$ cat config.mk
export PLATFORM = sky130hd
export DESIGN_NAME = mem_read_streamer
export DESIGN_NICKNAME = d
export VERILOG_FILES = /design/src/rtl/mem_read_streamer.sv
export SDC_FILE = /design/constraint.sdc
export NUM_CORES = 1
export LEC_CHECK = 0
export BUFFER_PORTS_ARGS = -buffer_cell sky130_fd_sc_hd__buf_2
export CAP_MARGIN = 0
export CORE_ASPECT_RATIO = 0.9
export CORE_MARGIN = 1
export CORE_UTILIZATION = 29
export CTS_CLUSTER_DIAMETER = 50
export CTS_CLUSTER_SIZE = 8
export DETAILED_ROUTE_END_ITERATION = 10
export SYNTH_ARGS = -nofsm -noshare
export SYNTH_HDL_FRONTEND = slang
export SYNTH_SLANG_ARGS = --single-unit
$ cat constraint.sdc
create_clock -name clk -period 2.4 [get_ports clk]
set_clock_uncertainty 0.15 [all_clocks]
set_input_delay 0.24 -clock clk [delete_from_list [all_inputs] [get_ports clk]]
set_output_delay 0.24 -clock clk [all_outputs]
set_load 0.01 [all_outputs]
$ cat src/rtl/mem_read_streamer.sv
// mem_read_streamer
//
// Reads a block of consecutive words from the registered-output memory array
// and streams them out on a valid/ready interface. A 2-entry output buffer
// absorbs backpressure; reads are only issued when the buffer plus the read in
// flight has room for the returning word.
//
// Ports:
//   clk, rst        clock and synchronous active-high reset
//   start           begin a block read (sampled only in IDLE)
//   base_addr       first address of the block (sampled with start)
//   length          word count, 0 .. 2**ADDR_W (sampled with start)
//   busy            block read in progress, including the DONE cycle
//   mem_addr/mem_re read request to the memory array
//   mem_rdata       memory read data, valid the cycle after mem_re
//   out_data/out_valid/out_ready  output stream
//   done            one-cycle pulse after the last word is accepted
//
// state | meaning
// ------+------------------------------------------------------------
// IDLE  | waiting for start
// READ  | issuing reads while words remain and the buffer has room
// DRAIN | all reads issued; waiting for the buffer to empty
// DONE  | last word accepted; done and busy high for one cycle

module mem_read_streamer #(
    parameter int DATA_W = 8,
    parameter int ADDR_W = 4
) (
    input  logic              clk,
    input  logic              rst,
    input  logic              start,
    input  logic [ADDR_W-1:0] base_addr,
    input  logic [ADDR_W:0]   length,
    output logic              busy,
    output logic [ADDR_W-1:0] mem_addr,
    output logic              mem_re,
    input  logic [DATA_W-1:0] mem_rdata,
    output logic [DATA_W-1:0] out_data,
    output logic              out_valid,
    input  logic              out_ready,
    output logic              done
);

    typedef enum logic [1:0] {
        S_IDLE,
        S_READ,
        S_DRAIN,
        S_DONE
    } state_t;

    state_t              state_q, state_d;
    logic [ADDR_W-1:0]   addr_q;
    logic [ADDR_W:0]     remaining_q;
    logic                inflight_q;
    logic [DATA_W-1:0]   buf0_q, buf1_q;
    logic [1:0]          count_q;
    logic                zero_done_q;
    logic                push, pop, room, accept;

    // The word requested last cycle is on mem_rdata now; push it.
    assign push   = inflight_q;
    assign pop    = out_valid && out_ready;
    assign room   = (({1'b0, count_q} + {2'b00, inflight_q}) < 3'd2) || pop;
    assign accept = (state_q == S_IDLE) && start && (length != '0);

    assign mem_re    = (state_q == S_READ) && (remaining_q != '0) && room;
    assign mem_addr  = addr_q;
    assign out_data  = buf0_q;
    assign out_valid = (count_q != 2'd0);
    assign busy      = (state_q != S_IDLE);
    assign done      = (state_q == S_DONE) || zero_done_q;

    always_ff @(posedge clk) begin
        if (rst) state_q <= S_IDLE;
        else     state_q <= state_d;
    end

    always_comb begin
        state_d = state_q;
        case (state_q)
            S_IDLE:  if (accept) state_d = S_READ;
            S_READ:  if (remaining_q == '0) state_d = S_DRAIN;
            // Leave on the cycle of the final pop so done follows it directly.
            S_DRAIN: if (!inflight_q && ((count_q == 2'd0) || (count_q == 2'd1 && pop)))
                         state_d = S_DONE;
            S_DONE:  state_d = S_IDLE;
            default: state_d = S_IDLE;
        endcase
    end

    always_ff @(posedge clk) begin
        if (rst) begin
            addr_q      <= '0;
            remaining_q <= '0;
            inflight_q  <= 1'b0;
            buf0_q      <= '0;
            buf1_q      <= '0;
            count_q     <= 2'd0;
            zero_done_q <= 1'b0;
        end else begin
            assert (!(push && !pop && count_q == 2'd2));

            zero_done_q <= (state_q == S_IDLE) && start && (length == '0);
            inflight_q  <= mem_re;

            if (accept) begin
                addr_q      <= base_addr;
                remaining_q <= length;
            end else if (mem_re) begin
                addr_q      <= addr_q + 1'b1;
                remaining_q <= remaining_q - 1'b1;
            end

            case ({push, pop})
                2'b10: begin
                    if (count_q == 2'd0) buf0_q <= mem_rdata;
                    else                 buf1_q <= mem_rdata;
                    count_q <= count_q + 2'd1;
                end
                2'b01: begin
                    buf0_q  <= buf1_q;
                    count_q <= count_q - 2'd1;
                end
                2'b11: begin
                    if (count_q == 2'd1) begin
                        buf0_q <= mem_rdata;
                    end else begin
                        buf0_q <= buf1_q;
                        buf1_q <= mem_rdata;
                    end
                end
                default: ;
            endcase
        end
    end

endmodule

==> reports/metrics.csv, run 1 <==
stage,metric,value,unit
finish,final_cell_mix,"buf_2 (36), dfxtp_1 (31), nor2_1 (25)",
clock_network,hold_buffers,0,
floorplan,placementRows,25,
pwr,ir_drop,0.298,mV
critical_path,path_cells,"inv_1, ha_1, or4b_4, o211ai_4, inv_4, buf_2",
global_routing,grt_pass1_wl,5.45,mm
sta,maxSlewViolCount,0,
yosys,synthesis.area,0.00159,mm2
sta,hold_viol_final,0,
worst_hold_path,hp-class,input port to register,
sta,clock.fmax,455,MHz
critical_path,path_class,register to output port,
global_routing,grt_start_max_net_pins,29,
yosys,ys_warn_count,0,
yosys,synthesis.nets,204,
clock_network,clkLatencyLatePin,270,ps
detailed_routing,drc_errors,0,
clock_network,clock_path_buffers,2,
global_routing,grt_usage,12.2,%
finish,nNetsFinal,242,
yosys,syn_area_per_cell,9.32,um2
critical_path,reg2reg_slack,220,ps
floorplan,ios,37,
sta,setup_tns,0,ps
detailed_routing,vias,1311,
detailed_routing,drt_iter0_markers,53,
clock_network,cts_tree,done,
finish,fin_util,36.1,%
pwr,p_per_area,1210,mW/mm2
sta,fin_crit,2200,ps
critical_path,startpoint_type,register,
finish,antenna_cells,0,
run,cap_violations,0,
clock_network,cts_max_level,2,
sta,worstMarginPinSlew,533,ps
place,gp_congestion,0.782,
detailed_routing,drt-total-wl,3.21,mm
critical_path,cp.required,2010,ps
critical_path,crit_path_end_kind,output port,
critical_path,max_stage_delay,510,ps
clock_network,cts_buffers,5,
floorplan,die_y,72.3,um
detailed_routing,wl_per_cell,11.7,um
sta,rsz0062_at_grt,false,
yosys,synth_cell_types,41,
place,place_area,0.00183,mm2
detailed_routing,first_pass_iters,4,
critical_path,cpMaxStageDelayCell,or4b_4,
yosys,async_flop_share,0,%
finish,final_common_cell,buf_2,
global_routing,grt.overflow.total,0,
place,post-dp-hpwl,2.39,mm
floorplan,die_x,80.2,um
yosys,ys_seq_area_share,38.9,%
global_routing,antenna_found_initial,0,
critical_path,worstPathMaxFanout,10,
clock_network,cts-root-buf,clkbuf_8,
place,port_buffers,36,
detailed_routing,ant_nets,0,
floorplan,dieArea,0.00580,mm2
global_routing,grt_pass1_vias,1228,
finish,syn2layout_area_growth,19.8,%
sta,fin_crit_sh,91.5,%
pwr,power_leakage,0.826,nW
yosys,syn_inst,171,
clock_network,clk_pin_slew,60,ps
status,status,completed,
critical_path,cp.arrival,1810,ps
floorplan,start_util,30.2,%
floorplan,core_area,0.00529,mm2
clock_network,cts_num_sinks,31,
sta,setup_viol,0,
yosys,synth_edf_count,0,
yosys,synth_ff_type,dfxtp_1,
finish,drive_above_1_share,25.5,%
yosys,ys_seq_elements,31,
finish,fin_area,0.00191,mm2
detailed_routing,viasPerCell,4.77,
sta,max-slew-margin-rel,64.3,%
final cells by class:
| cell class | instances | area (um2) |
|---|---|---|
| fillers | 546 | 3380 |
| well taps | 67 | 83.8 |
| clock buffers | 6 | 72.6 |
| inverters | 14 | 55.1 |
| multi-input cells | 120 | 890 |
| flip-flops and latches | 31 | 621 |
| repair buffers | 37 | 188 |
synthesized netlist by cell type (2+ instances only):
cell        n  share of area (%)
xor2_1      2                1.1
a22oi_1     8                3.8
nand2_1    10                2.4
or3_1       3                1.2
mux2i_1    11                6.9
a211oi_1   10                4.7
a21oi_1     3               0.94
o21ai_0     2               0.63
a311oi_1    2                1.1
dfxtp_1    31                 39
ha_1       12                9.4
xnor2_1     2                1.1
o21ai_1     4                1.3
a22o_1      2                1.1
buf_2       2               0.63
nand3_1     4                1.3
clkbuf_1    3               0.71
inv_1      12                2.8
nor2_1     25                5.9
o2111ai_1   2                1.1
layer usage:
| layer | GRT usage, % | vias up | wire length [um] |
|---|---|---|---|
| met5 | 0 | - | 0 |
| met4 | 6.15 | 0 | 59 |
| met3 | 2.77 | 7 | 123 |
| met2 | 18.3 | 29 | 1410 |
| met1 | 16.4 | 582 | 1620 |
| li1 | - | 693 | - |
through the flow:
stage / hold WS, ps / std cells / power, mW / setup WS [ps]
2_1_floorplan: 168 / 171 / 1.67 / 444
3_3_place_gp: 325 / 269 / 1.95 / 231
3_5_place_dp: 331 / 269 / 1.95 / 157
4_1_cts: 36.5 / 275 / 2.33 / 166
5_1_grt: 46.5 / 275 / 2.52 / 3.29
6_report: 45.3 / 275 / 2.30 / 204
logic make-up (layout without fill, tap and decap cells):
group | after synthesis | after routing | share of synthesized area [%]
xor+xnor | 4 | 4 | 2.20
compound gates | 43 | 43 | 22.1
fa+ha+maj | 12 | 12 | 9.42
flops | 31 | 31 | 38.9
mux | 11 | 11 | 6.91
simple gates | 50 | 50 | 15.0
buf+inv | 20 | 57 | 5.49
repair_timing:
action / 4_1_cts / 5_1_grt
buffers inserted: 0 / 0
setup endpoints to repair: 0 / 8
gates resized for setup: 0 / 1
sequential cells by signal (all words and copies together), names as in the netlist:
name	cells
mem_addr	4
out_data	8
state_q	2
zero_done_q	1
remaining_q	5
inflight_q	1
buf1_q	8
count_q	2
path summary, 6_finish.rpt:
kind,startpoint,to,cells after the start
hold / removal,length[1],remaining_q[1]$_SDFFE_PP0P_,2
setup reg to reg,count_q[0]$_SDFFE_PP0P_,buf1_q[4]$_SDFFE_PP0P_,8
hold reg to reg,out_data[3]$_SDFFE_PP0P_,out_data[3]$_SDFFE_PP0P_,2
setup / recovery,remaining_q[0]$_SDFFE_PP0P_,mem_re,6
power breakdown:
part | total [mW] | internal (mW) | switching, mW
clock | 0.363 | 0.193 | 0.171
combinational | 1.14 | 0.504 | 0.634
sequential | 0.803 | 0.682 | 0.120
total | 2.30 | 1.38 | 0.925
worst max-delay path, delay by kind of cell (launching register included):
family / cells / cell delay, ps
buffers and inverters: 3 / 310
flip-flops: 1 / 330
AND/OR/NAND/NOR: 1 / 510
AO/OA/AOI/OAI: 1 / 180
adder cells (fa/ha/maj): 1 / 190
(Power assumes the default switching activity.)
==> run 2, diff against run 1 <==
--- a/config.mk
+++ b/config.mk
@@ -14,4 +14,6 @@
 export CTS_CLUSTER_SIZE = 8
 export DETAILED_ROUTE_END_ITERATION = 10
+export MAX_ROUTING_LAYER = met4
+export SKIP_CTS_REPAIR_TIMING = 1
 export SYNTH_ARGS = -nofsm -noshare
 export SYNTH_HDL_FRONTEND = slang
--- a/constraint.sdc
+++ b/constraint.sdc
@@ -3,3 +3,3 @@
 set_input_delay 0.24 -clock clk [delete_from_list [all_inputs] [get_ports clk]]
 set_output_delay 0.24 -clock clk [all_outputs]
-set_load 0.01 [all_outputs]
+set_load 0.1 [all_outputs]
==> reports/metrics.csv, run 2 (synthesized netlist as in run 1, its figures left out) <==
stage,metric,value,unit,change
floorplan,dieArea,0.00580,mm2,unchanged
floorplan,ios,37,,unchanged
place,port_buffers,36,,unchanged
finish,final_cell_mix,"buf_2 (35), dfxtp_1 (31), nor2_1 (25)",,
global_routing,antenna_found_initial,0,,unchanged
critical_path,crit_path_end_kind,output port,,
run,cap_violations,0,,unchanged
clock_network,cts_max_level,2,,unchanged
clock_network,cts-root-buf,clkbuf_8,,
global_routing,grt_start_max_net_pins,29,,unchanged
detailed_routing,wl_per_cell,11.7,um,+0.50%
sta,rsz0062_at_grt,false,,
global_routing,grt.overflow.total,0,,unchanged
sta,setup_viol,0,,unchanged
worst_hold_path,hp-class,input port to register,,
status,status,completed,,
detailed_routing,m1WireLength,1.65,mm,+1.8%
clock_network,cts_num_sinks,31,,unchanged
place,post-dp-hpwl,2.39,mm,unchanged
floorplan,die_x,80.2,um,unchanged
finish,fillers,545,,-0.18%
clock_network,cts_buffers,5,,unchanged
clock_network,clk_pin_slew,60,ps,about the same
critical_path,startpoint_type,register,,
detailed_routing,routed-wl-met2,1.43,mm,+1.8%
detailed_routing,vias,1317,,+0.46%
finish,antenna_cells,0,,unchanged
detailed_routing,routed.top_layer,met4,,
sta,setup_tns,0,ps,unchanged
finish,final_common_cell,buf_2,,
finish,syn2layout_area_growth,19.9,%,
detailed_routing,drc_errors,0,,unchanged
floorplan,core_area,0.00529,mm2,unchanged
global_routing,grt_pass1_wl,5.48,mm,+0.50%
sta,maxSlewViolCount,0,,unchanged
sta,worstMarginPinSlew,536,ps,+3.85 ps
critical_path,cp.required,2010,ps,about the same
floorplan,die_y,72.3,um,unchanged
critical_path,path_class,register to output port,,
global_routing,grt_usage,12.8,%,+0.56 points
sta,fin_crit_sh,95.6,%,+4.1 points
clock_network,cts_tree,done,,
sta,fin_crit,2290,ps,+98.2 ps
place,gp_congestion,0.793,,+1.4%
clock_network,clkLatencyLatePin,270,ps,about the same
floorplan,start_util,30.2,%,unchanged
detailed_routing,ant_nets,0,,unchanged
global_routing,grt_pass1_vias,1226,,-0.16%
finish,drive_above_1_share,25.5,%,unchanged
sta,clock.fmax,436,MHz,-4.3%
detailed_routing,viasPerCell,4.79,,+0.46%
finish,nNetsFinal,242,,unchanged
clock_network,clock_path_buffers,2,,unchanged
sta,hold_viol_final,0,,unchanged
sta,max-slew-margin-rel,64.2,%,about the same
detailed_routing,wl_met3,113,um,-8.1%
detailed_routing,drt_iter0_markers,69,,+30%
finish,seq_area,621,um2,unchanged
critical_path,worstPathMaxFanout,10,,unchanged
critical_path,cp.arrival,1900,ps,+90 ps
finish,multi_input_area,890,um2,unchanged
floorplan,placementRows,25,,unchanged
detailed_routing,first_pass_iters,4,,unchanged
detailed_routing,drt-total-wl,3.23,mm,+0.50%
## run 2: cell counts in the layout (fill, tap and decap cells not counted)
No cell type changed its count.
## run 2: per-layer routing
| metal | vias up | track usage [%] |
|---|---|---|
| met5 | - | - |
| met4 | 0 | 4.37 |
| met3 | 4 | 4.65 |
| met2 | 26 | 18.3 |
| met1 | 593 | 16.5 |
| li1 | 694 | - |
## run 2: final timing paths
path,from,to,slack [ps],cells after the start
max,remaining_q[0]$_SDFFE_PP0P_,mem_re,110,6
min reg2reg,buf1_q[0]$_SDFFE_PP0P_,buf1_q[0]$_SDFFE_PP0P_,340,2
max reg2reg,count_q[0]$_SDFFE_PP0P_,buf1_q[4]$_SDFFE_PP0P_,230,8
min,length[1],remaining_q[1]$_SDFFE_PP0P_,50,2
## run 2: cell type report
| type | count | area share (%) |
|---|---|---|
| Inverter | 14 | 2.88 |
| Sequential cell | 31 | 32.5 |
| Multi-Input combinational cell | 120 | 46.5 |
| Tap cell | 67 | 4.38 |
| Clock buffer | 6 | 3.80 |
| Timing Repair Buffer | 37 | 9.95 |
## run 2: worst max-delay path, stage by stage, from the launching register on
cell	delay (ps)
dfxtp_1	330
inv_1	80
ha_1	190
or4b_4	510
o211ai_4	180
inv_4	90
buf_4	240
## run 2: metrics by stage
stage	area, um2	hold WS (ps)	setup slack [ps]	cells	util (%)
floorplan	1590	168	225	171	-
global placement	1830	325	231	269	34.7
detailed placement	1830	331	157	269	34.7
CTS	1910	36.5	26.5	275	36.0
global route	1910	38.5	3.19	275	36.2
finish	1910	45.2	106	275	36.2
Power of run 2 is not shown: default switching activity piles up to over one toggle a cycle in this logic, so the estimate is an artifact.
